<file path="src/rtl/access_control_unit.sv">
// Password check stage: edge-detected submit, attempt limit with timed lockout, status outputs.
// Optional password change is enabled by defining ACU_PASSWORD_CHANGE_EN.
module access_control_unit #(
    parameter logic [15:0] DEFAULT_PASSWORD = 16'h1234,
    parameter int unsigned MAX_ATTEMPTS     = 3,
    parameter int unsigned LOCKOUT_CYCLES   = 50_000_000,
    parameter int unsigned CNT_W            = 26
) (
    input  logic        i_clk,
    input  logic        i_rst,
    input  logic [15:0] i_userinput,
    input  logic        i_load,
    input  logic        i_logout,
    input  logic        i_pw_change,
    output logic        o_access_granted,
    output logic        o_access_denied,
    output logic        o_locked,
    output logic [3:0]  o_attempts_left,
    output logic        o_pw_changed
);

    typedef enum logic [2:0] {
        S_IDLE    = 3'd0,
        S_CHECK   = 3'd1,
        S_GRANTED = 3'd2,
        S_DENIED  = 3'd3,
        S_LOCKED  = 3'd4
    } state_t;

    localparam logic [3:0]       MAX_A     = 4'(MAX_ATTEMPTS);
    localparam logic [CNT_W-1:0] LOCK_LOAD = CNT_W'(LOCKOUT_CYCLES - 1);

    // Failure count never exceeds the attempt limit.
    function automatic logic [3:0] sat_inc(input logic [3:0] cnt);
        if (cnt >= MAX_A) begin
            return MAX_A;
        end else begin
            return cnt + 4'd1;
        end
    endfunction

    state_t           r_state;
    logic             r_load_q;
    logic [15:0]      r_cand;
    logic [3:0]       r_fail_cnt;
    logic [CNT_W-1:0] r_lock_cnt;
    logic             r_access_granted;
    logic             r_access_denied;
    logic             r_locked;
    logic             w_submit;
    logic [15:0]      w_stored_pw;

    assign w_submit = i_load & ~r_load_q;

`ifdef ACU_PASSWORD_CHANGE_EN
    logic [15:0] r_stored_pw;
    logic        r_pw_change_q;
    logic        r_pw_changed;
    logic        w_pw_write;

    // Logout on the same edge suppresses the write.
    assign w_pw_write = (r_state == S_GRANTED) & i_pw_change & ~r_pw_change_q & ~i_logout;

    // Stored password register and its change acknowledge pulse.
    always_ff @(posedge i_clk) begin
        if (i_rst) begin
            r_stored_pw   <= DEFAULT_PASSWORD;
            r_pw_change_q <= 1'b0;
            r_pw_changed  <= 1'b0;
        end else begin
            r_pw_change_q <= i_pw_change;
            r_pw_changed  <= w_pw_write;
            if (w_pw_write) begin
                r_stored_pw <= i_userinput;
            end
        end
    end

    assign w_stored_pw  = r_stored_pw;
    assign o_pw_changed = r_pw_changed;
`else
    logic w_unused_pw_change;

    assign w_unused_pw_change = i_pw_change;
    assign w_stored_pw        = DEFAULT_PASSWORD;
    assign o_pw_changed       = 1'b0;
`endif

    // Main access FSM with registered status outputs.
    always_ff @(posedge i_clk) begin
        if (i_rst) begin
            r_state          <= S_IDLE;
            r_load_q         <= 1'b0;
            r_cand           <= 16'h0000;
            r_fail_cnt       <= 4'd0;
            r_lock_cnt       <= {CNT_W{1'b0}};
            r_access_granted <= 1'b0;
            r_access_denied  <= 1'b0;
            r_locked         <= 1'b0;
        end else begin
            r_load_q        <= i_load;
            r_access_denied <= 1'b0;
            case (r_state)
                S_IDLE: begin
                    if (w_submit) begin
                        r_cand  <= i_userinput;
                        r_state <= S_CHECK;
                    end
                end
                S_CHECK: begin
                    if (r_cand == w_stored_pw) begin
                        r_fail_cnt       <= 4'd0;
                        r_access_granted <= 1'b1;
                        r_state          <= S_GRANTED;
                    end else begin
                        r_fail_cnt      <= sat_inc(r_fail_cnt);
                        r_access_denied <= 1'b1;
                        r_state         <= S_DENIED;
                    end
                end
                S_DENIED: begin
                    if (r_fail_cnt == MAX_A) begin
                        r_lock_cnt <= LOCK_LOAD;
                        r_locked   <= 1'b1;
                        r_state    <= S_LOCKED;
                    end else begin
                        r_state <= S_IDLE;
                    end
                end
                S_LOCKED: begin
                    if (r_lock_cnt == {CNT_W{1'b0}}) begin
                        r_fail_cnt <= 4'd0;
                        r_locked   <= 1'b0;
                        r_state    <= S_IDLE;
                    end else begin
                        r_lock_cnt <= r_lock_cnt - CNT_W'(1);
                    end
                end
                S_GRANTED: begin
                    // Logout wins over any simultaneous submit; that submit is dropped.
                    if (i_logout) begin
                        r_access_granted <= 1'b0;
                        r_state          <= S_IDLE;
                    end
                end
                default: begin
                    r_access_granted <= 1'b0;
                    r_locked         <= 1'b0;
                    r_state          <= S_IDLE;
                end
            endcase
        end
    end

    assign o_access_granted = r_access_granted;
    assign o_access_denied  = r_access_denied;
    assign o_locked         = r_locked;
    assign o_attempts_left  = MAX_A - r_fail_cnt;

endmodule

</file>
<file path="config.mk">
export PLATFORM = sky130hd
export DESIGN_NAME = access_control_unit
export DESIGN_NICKNAME = d
export VERILOG_FILES = /design/src/rtl/access_control_unit.sv
export SDC_FILE = /design/constraint.sdc
export NUM_CORES = 1
export LEC_CHECK = 0
export ABC_CLOCK_PERIOD_IN_PS = 2300
export CORE_MARGIN = 3
export CORE_UTILIZATION = 50
export CTS_CLUSTER_DIAMETER = 30
export DETAILED_ROUTE_END_ITERATION = 7
export GPL_TIMING_DRIVEN = 1
export PLACE_DENSITY_LB_ADDON = 0.3
export SLEW_MARGIN = 5
export SYNTH_ARGS = -nofsm -noshare
export SYNTH_HDL_FRONTEND = slang
export SYNTH_SLANG_ARGS = --single-unit
</file>
<file path="constraint.sdc">
create_clock -name i_clk -period 2.3 [get_ports i_clk]
set_clock_uncertainty 0.15 [all_clocks]
set_input_delay 0.46 -clock i_clk [delete_from_list [all_inputs] [get_ports i_clk]]
set_output_delay 0.46 -clock i_clk [all_outputs]
set_load 0.005 [all_outputs]
</file>
==> key figures, run 1 <==
Yosys
  • Post-synthesis sequential area ratio: 0.412
  • FF+latch count, synth: 53
  • Synth warn: 0
  • Yosys top cell area share: 0.412
  • Number of enable flip-flop cells after synthesis: 0
  • Syn Inst Count: 303
  • Post-synth top flop: dfxtp_1
  • Dominant cell type by area after synthesis: dfxtp_1
  • Top cells by area, synth: dfxtp_1, a21oi_1, nand2_1
  • Avg Synthesized Cell Area: 8.49 um2
  • Ys async rst share: 0
  • Synth unique cells: 54
  • Post-Synthesis Net Count: 327
  • Post-synthesis cell area: 2570 um2

Drt
  • DRT Wirelength: 5.62 mm
  • Via density: 5.71
  • Initial DRC count: 208
  • DR vias: 2330
  • Pre-antenna DRT Iters: 4
  • DRT antenna net count: 0
  • Wirelength per Cell: 13.8 um
  • DR DRC count: 0

Clock tree
  • Worst-Skew Late Latency: 0.31 ns
  • CTS clk-pin slew, worst paths: 0.09 ns
  • CTS tree: yes
  • H-tree levels: 2
  • Hold_buf cts: 0
  • Clock root buffer: clkbuf_8
  • TritonCTS Sinks: 53
  • Num CTS Buffers: 5
  • Worst-case clock buffer depth: 2

Floorplanning
  • Die width: 77.7 um
  • Num ports: 29
  • Die height: 77.7 um
  • Core ar.: 4850 um2
  • Row cnt: 25
  • Die footprint: 6040 um2
  • Initial Utilization: 0.531

Placement
  • Worst slack at placement: 0.0398 ns
  • Post-detail-place hpwl: 4.09 mm
  • Gpl congestion: 0.826
  • Port bufs: 26

Worst setup path
  • CP Max Fanout: 18
  • Delay-heaviest family, CP: simple AND/OR/NAND/NOR gates
  • Crit end category: flop
  • Crit path largest cell delay: 0.46 ns
  • WS Path Type: flop to flop
  • CP required: 2.39 ns
  • Buf+Inv Stages, Crit Path: 3
  • CP max-delay cell: or4_1
  • Worst Path Arrival: 2.31 ns
  • CP Cell Sequence: inv_1, ha_1, nor3b_2, buf_4, nand4_1, o21ai_2, buf_12, or4_1, a31oi_1
  • Setup crit start kind: flop

Global route
  • Initial antenna violation count: 0
  • Global route total overflow: 0
  • Vias in the first global route: 2163
  • Tot GR Track Use: 0.200
  • First-pass GRT wire length: 9.80 mm
  • Largest net degree at the start of global routing: 44

Timing
  • Fin. max-slew vios: 0
  • Final worst slack: 0.0827 ns
  • Final Setup Violations: 0
  • Unrepaired setup endpoints after global routing: yes
  • Fmax: 451 MHz
  • Tcrit/Tclk final: 0.964
  • Fin. Hold Viols: 0
  • Minimum clock period: 2.22 ns

Min path
  • Hold WC Path Type: flop to flop

Cells and area
  • Area Overhead vs Synth: 21.8%
  • ANT cells: 0
  • Filler Cell Count: 420
  • Sequential Area: 1060 um2
  • Commonest non-fill, non-tap cell in the layout: dfxtp_1
  • Fin util: 0.646
  • Commonest cells after routing, fill and taps aside: dfxtp_1, nand2_1, a21oi_1
  • Nets: 364
  • Layout cells sized above 1: 0.158
  • Multi-input gate area: 1420 um2

Run status
  • Status: finished clean

Power
  • Power Dens Cells: 559 nW/um2
  • Leakage power: 1.22 nW
  • Max VDD drop: 0.000392 V

Job
  • # Max-Cap Violations: 0
-- metrics by stage --
| stage | cells | cell area (um2) | total power, mW | hold WS [ns] | TNS [ns] |
|---|---|---|---|---|---|
| floorplan | 303 | 2570 | 1.13 | 0.281 | 0 |
| global placement | 399 | 2990 | 1.22 | 0.290 | 0 |
| detailed placement | 399 | 2990 | 1.22 | 0.295 | 0 |
| CTS | 407 | 3090 | 1.77 | 0.309 | 0 |
| global route | 408 | 3130 | 1.84 | 0.337 | -0.0347 |
| finish | 408 | 3130 | 1.75 | 0.304 | 0 |
-- worst reg2reg max path, cell delays in order (launching register included) --
cell and delay, ns:
dfxtp_2 0.35, inv_1 0.06, ha_1 0.22, nor3b_2 0.16
buf_4 0.15, nand4_1 0.20, o21ai_2 0.11, buf_12 0.16
or4_1 0.46, a31oi_1 0.15
-- sequential cells by signal (all words and copies together), names as in the netlist --
signal / cells
o_access_denied: 1
o_access_granted: 1
o_locked: 1
r_cand: 16
r_fail_cnt: 4
r_load_q: 1
r_lock_cnt: 26
r_state: 3
-- synth_stat cells, types with 2 or more instances --
master     instances
o21ai_0            5
nor4b_1            3
xor2_1             5
o41ai_1            2
nand2b_1           4
or3_1              8
nand3_1            6
nand4_1            3
inv_1             10
clkbuf_1          11
nor2_1            16
mux2i_1            2
nor2b_1            2
nor4_4             2
ha_1               3
dfxtp_1           53
a21oi_1           32
and4_1             2
a31oi_1           11
o211ai_1           5
buf_4              3
nand4b_1           2
nor4_1             5
or2_2              5
or4_1             12
buf_2              3
o31ai_1           11
nor3b_1            2
nand2_1           39
o21a_1             3
o2111ai_1          2
nor3_1             9
-- cell type report --
class,count,area share
clock inverter,2,0.00439
tap,67,0.0268
multi-input combinational,222,0.452
sequential,53,0.339
timing repair buffer,48,0.140
inverter,10,0.0120
clock buffer,6,0.0264
-- final timing paths --
kind / from / to / slack (ns) / depth (start not counted)
setup / recovery: r_lock_cnt[0] / r_lock_cnt[21] / 0.08 / 9
hold / removal: r_cand[5] / r_cand[5] / 0.30 / 2
setup reg to reg: r_lock_cnt[0] / r_lock_cnt[21] / 0.08 / 9
hold reg to reg: r_cand[5] / r_cand[5] / 0.30 / 2
-- cell families after synthesis --
group | synth area share
other | 0.00146
DFF | 0.412
muxes | 0.0122
AOI/OAI and AO/OA | 0.189
buffers and inverters | 0.0506
xor gates and xnor gates | 0.0204
and+or+nand+nor | 0.299
adders and majority gates | 0.0146
-- per-layer routing --
layer	GRT usage	vias up	part of all wire
li1	-	1187	-
met1	0.270	1097	0.49
met2	0.313	38	0.45
met3	0.0371	8	0.037
met4	0.0819	0	0.014
met5	0	-	0
-- repair_timing --
item	CTS	global route
buffers inserted	0	1
endpoints found under the setup margin	0	18
resized for setup	0	8
-- power by group --
part	switching, mW	internal, mW
logic	0.112	0.114
clock network	0.303	0.245
registers	0.0220	0.956
Power figures use the tool's default switching activity.
==> run 2, diff against run 1 <==
--- a/config.mk
+++ b/config.mk
@@ -6,12 +6,14 @@
 export NUM_CORES = 1
 export LEC_CHECK = 0
 export ABC_CLOCK_PERIOD_IN_PS = 2300
+export CORE_ASPECT_RATIO = 1.75
 export CORE_MARGIN = 3
 export CORE_UTILIZATION = 50
 export CTS_CLUSTER_DIAMETER = 30
 export DETAILED_ROUTE_END_ITERATION = 7
 export GPL_TIMING_DRIVEN = 1
 export PLACE_DENSITY_LB_ADDON = 0.3
+export SKIP_CTS_REPAIR_TIMING = 1
 export SLEW_MARGIN = 5
 export SYNTH_ARGS = -nofsm -noshare
 export SYNTH_HDL_FRONTEND = slang
==> run 2 against run 1 <==
Effect of this change: clock-buffer cell count unchanged; die area increased by 0.55%; core utilization increased by 0.83 points; combinational power increased by 3%; final cell count decreased by 2.0%; non-clock buffer count increased by 7; fmax about the same; hold slack improved by 0.0013 ns; critical path type unchanged; highest routed layer unchanged.
==> key figures, run 2 (synthesized netlist as in run 1, its figures left out) <==
Drt
  • Pre-antenna DRT Iters: 4 (unchanged)
  • Via density: 5.98 (was 5.71)
  • DRT antenna net count: 0 (unchanged)
  • DR DRC count: 0 (unchanged)
  • Initial DRC count: 71 (was 208)
  • DR vias: 2391 (was 2330)
  • DRT Wirelength: 5.90 mm (was 5.62 mm)
  • Wirelength per Cell: 14.8 um (was 13.8 um)

Clock tree
  • CTS clk-pin slew, worst paths: 0.10 ns (was 0.09 ns)
  • CTS tree: yes (unchanged)
  • Num CTS Buffers: 5 (unchanged)
  • Worst-Skew Late Latency: 0.32 ns (was 0.31 ns)
  • TritonCTS Sinks: 53 (unchanged)
  • Worst-case clock buffer depth: 2 (unchanged)
  • Clock root buffer: clkbuf_8 (unchanged)
  • H-tree levels: 2 (unchanged)

Floorplanning
  • Core ar.: 4830 um2 (was 4850 um2)
  • Die footprint: 6080 um2 (was 6040 um2)
  • Num ports: 29 (unchanged)
  • Row cnt: 33 (was 25)
  • Initial Utilization: 0.533 (was 0.531)
  • Die width: 60.2 um (was 77.7 um)
  • Die height: 101 um (was 77.7 um)

Cells and area
  • Filler Cell Count: 425 (was 420)
  • Nets: 371 (was 364)
  • Max reg flops: 26 (unchanged)
  • Layout cells sized above 1: 0.184 (was 0.158)
  • Design area: 3160 um2 (was 3130 um2)
  • Area Overhead vs Synth: 22.9% (was 21.8%)
  • Register name with the most flops: r_lock_cnt (unchanged)
  • Commonest cells after routing, fill and taps aside: dfxtp_1, nand2_1, a21oi_1 (unchanged)
  • Largest registers: r_lock_cnt (26), r_cand (16), r_fail_cnt (4) (unchanged)
  • Commonest non-fill, non-tap cell in the layout: dfxtp_1 (unchanged)
  • ANT cells: 0 (unchanged)

Power
  • Net Sw Power: 0.461 mW (was 0.437 mW)
  • Internal power: 1.33 mW (was 1.31 mW)
  • Power Total: 1.79 mW (was 1.75 mW)
  • Leakage power: 1.23 nW (was 1.22 nW)
  • Sw frac: 0.258 (was 0.250)
  • Combinational cell fraction of total power: 0.130 (was 0.129)
  • Clock share of power: 0.322 (was 0.313)
  • Max VDD drop: 0.000622 V (was 0.000392 V)
  • Power Dens Cells: 565 nW/um2 (was 559 nW/um2)
  • Flop pwr share: 0.548 (was 0.558)

Timing
  • Final Setup Violations: 0 (unchanged)
  • Fin. max-slew vios: 0 (unchanged)
  • TNS Setup: 0 ns (unchanged)
  • Fmax: 451 MHz (about the same)
  • Unrepaired setup endpoints after global routing: no (was yes)
  • Minimum clock period: 2.22 ns (about the same)
  • Hold Worst Slack: 0.306 ns (was 0.304 ns)
  • Fin. Hold Viols: 0 (unchanged)
  • Tcrit/Tclk final: 0.964 (about the same)
  • Final worst slack: 0.0826 ns (was 0.0827 ns)

Worst setup path
  • CP Max Fanout: 6 (was 18)
  • Setup crit start kind: flop (unchanged)
  • Delay-heaviest family, CP: simple AND/OR/NAND/NOR gates (unchanged)
  • CP required: 2.40 ns (was 2.39 ns)
  • WS Path Type: flop to flop (unchanged)
  • Crit path largest cell delay: 0.60 ns (was 0.46 ns)
  • R2R Setup Slk: 0.08 ns (about the same)
  • Worst Path Arrival: 2.32 ns (was 2.31 ns)
  • CP Cell Sequence: or4_1, nor3_4, o2111ai_2, buf_4, or3_1, a21oi_1 (was inv_1, ha_1, nor3b_2, buf_4, nand4_1, o21ai_2, buf_12, or4_1, a31oi_1)
  • Crit end category: flop (unchanged)
  • Buf+Inv Stages, Crit Path: 1 (was 3)
  • CP max-delay cell: or4_1 (unchanged)

Min path
  • Hold WC Path Type: flop to flop (unchanged)

Global route
  • Initial antenna violation count: 0 (unchanged)
  • Tot GR Track Use: 0.213 (was 0.200)
  • Global route total overflow: 0 (unchanged)
  • First-pass GRT wire length: 10.1 mm (was 9.80 mm)
  • Vias in the first global route: 2386 (was 2163)
  • Largest net degree at the start of global routing: 24 (was 44)

Placement
  • Worst slack at placement: 0.0691 ns (was 0.0398 ns)
  • Post-detail-place hpwl: 4.46 mm (was 4.09 mm)
  • Port bufs: 26 (unchanged)
  • Placed Instance Area: 3000 um2 (was 2990 um2)
  • Gpl congestion: 0.918 (was 0.826)

Job
  • # Max-Cap Violations: 0 (unchanged)

Run status
  • Status: finished clean (unchanged)
-- run 2: cell types whose count changed in the layout (fill, tap and decap cells not counted), moves of 2 or more --
cell	delta
o21a_2	-2
dfxtp_1	-2
dfxtp_2	+2
o21a_1	+2
buf_4	+8
-- run 2: worst paths after layout --
kind	startpoint	to	cells after the start
hold reg to reg	r_cand[9]	r_cand[9]	2
setup reg to reg	r_lock_cnt[9]	r_lock_cnt[18]	6
hold / removal	r_cand[9]	r_cand[9]	2
setup / recovery	r_lock_cnt[9]	r_lock_cnt[18]	6
-- run 2: power groups by stage --
| stage | Sequential [mW] | Clock (mW) | Combinational, mW |
|---|---|---|---|
| final | 0.980 | 0.576 | 0.232 |
| after global routing | 0.985 | 0.617 | 0.257 |
| after CTS | 0.980 | 0.590 | 0.233 |
| after detailed placement | 1.00 | 0 | 0.232 |
| after global placement | 0.999 | 0 | 0.229 |
| after floorplan | 0.994 | 0 | 0.138 |
-- run 2: through the flow --
| step | util | std cells |
|---|---|---|
| after floorplan | - | 303 |
| after detailed placement | 0.621 | 389 |
| after global placement | 0.621 | 389 |
| final | 0.654 | 400 |
| after CTS | 0.642 | 397 |
| after global routing | 0.654 | 400 |
-- run 2: cell type report --
class	instances	area, um2	share of cell area
Clock inverter	2	17.5	0.00554
Inverter	10	37.5	0.0119
Tap cell	52	65.1	0.0206
Timing Repair Buffer	55	478	0.151
Sequential cell	53	1060	0.337
Clock buffer	6	82.6	0.0261
Multi-Input combinational cell	222	1420	0.448
-- run 2: layer usage --
metal | track usage | up-vias | routed length (um)
met5 | 0 | - | 0
met4 | 0.111 | 0 | 187
met3 | 0.0385 | 17 | 263
met2 | 0.388 | 65 | 3240
met1 | 0.221 | 1105 | 2210
li1 | - | 1204 | -
-- run 2: worst min-delay path, cell delays in order (launching register included) --
cell	delay, ns
dfxtp_1	0.32
nand2_1	0.05
a21oi_1	0.05
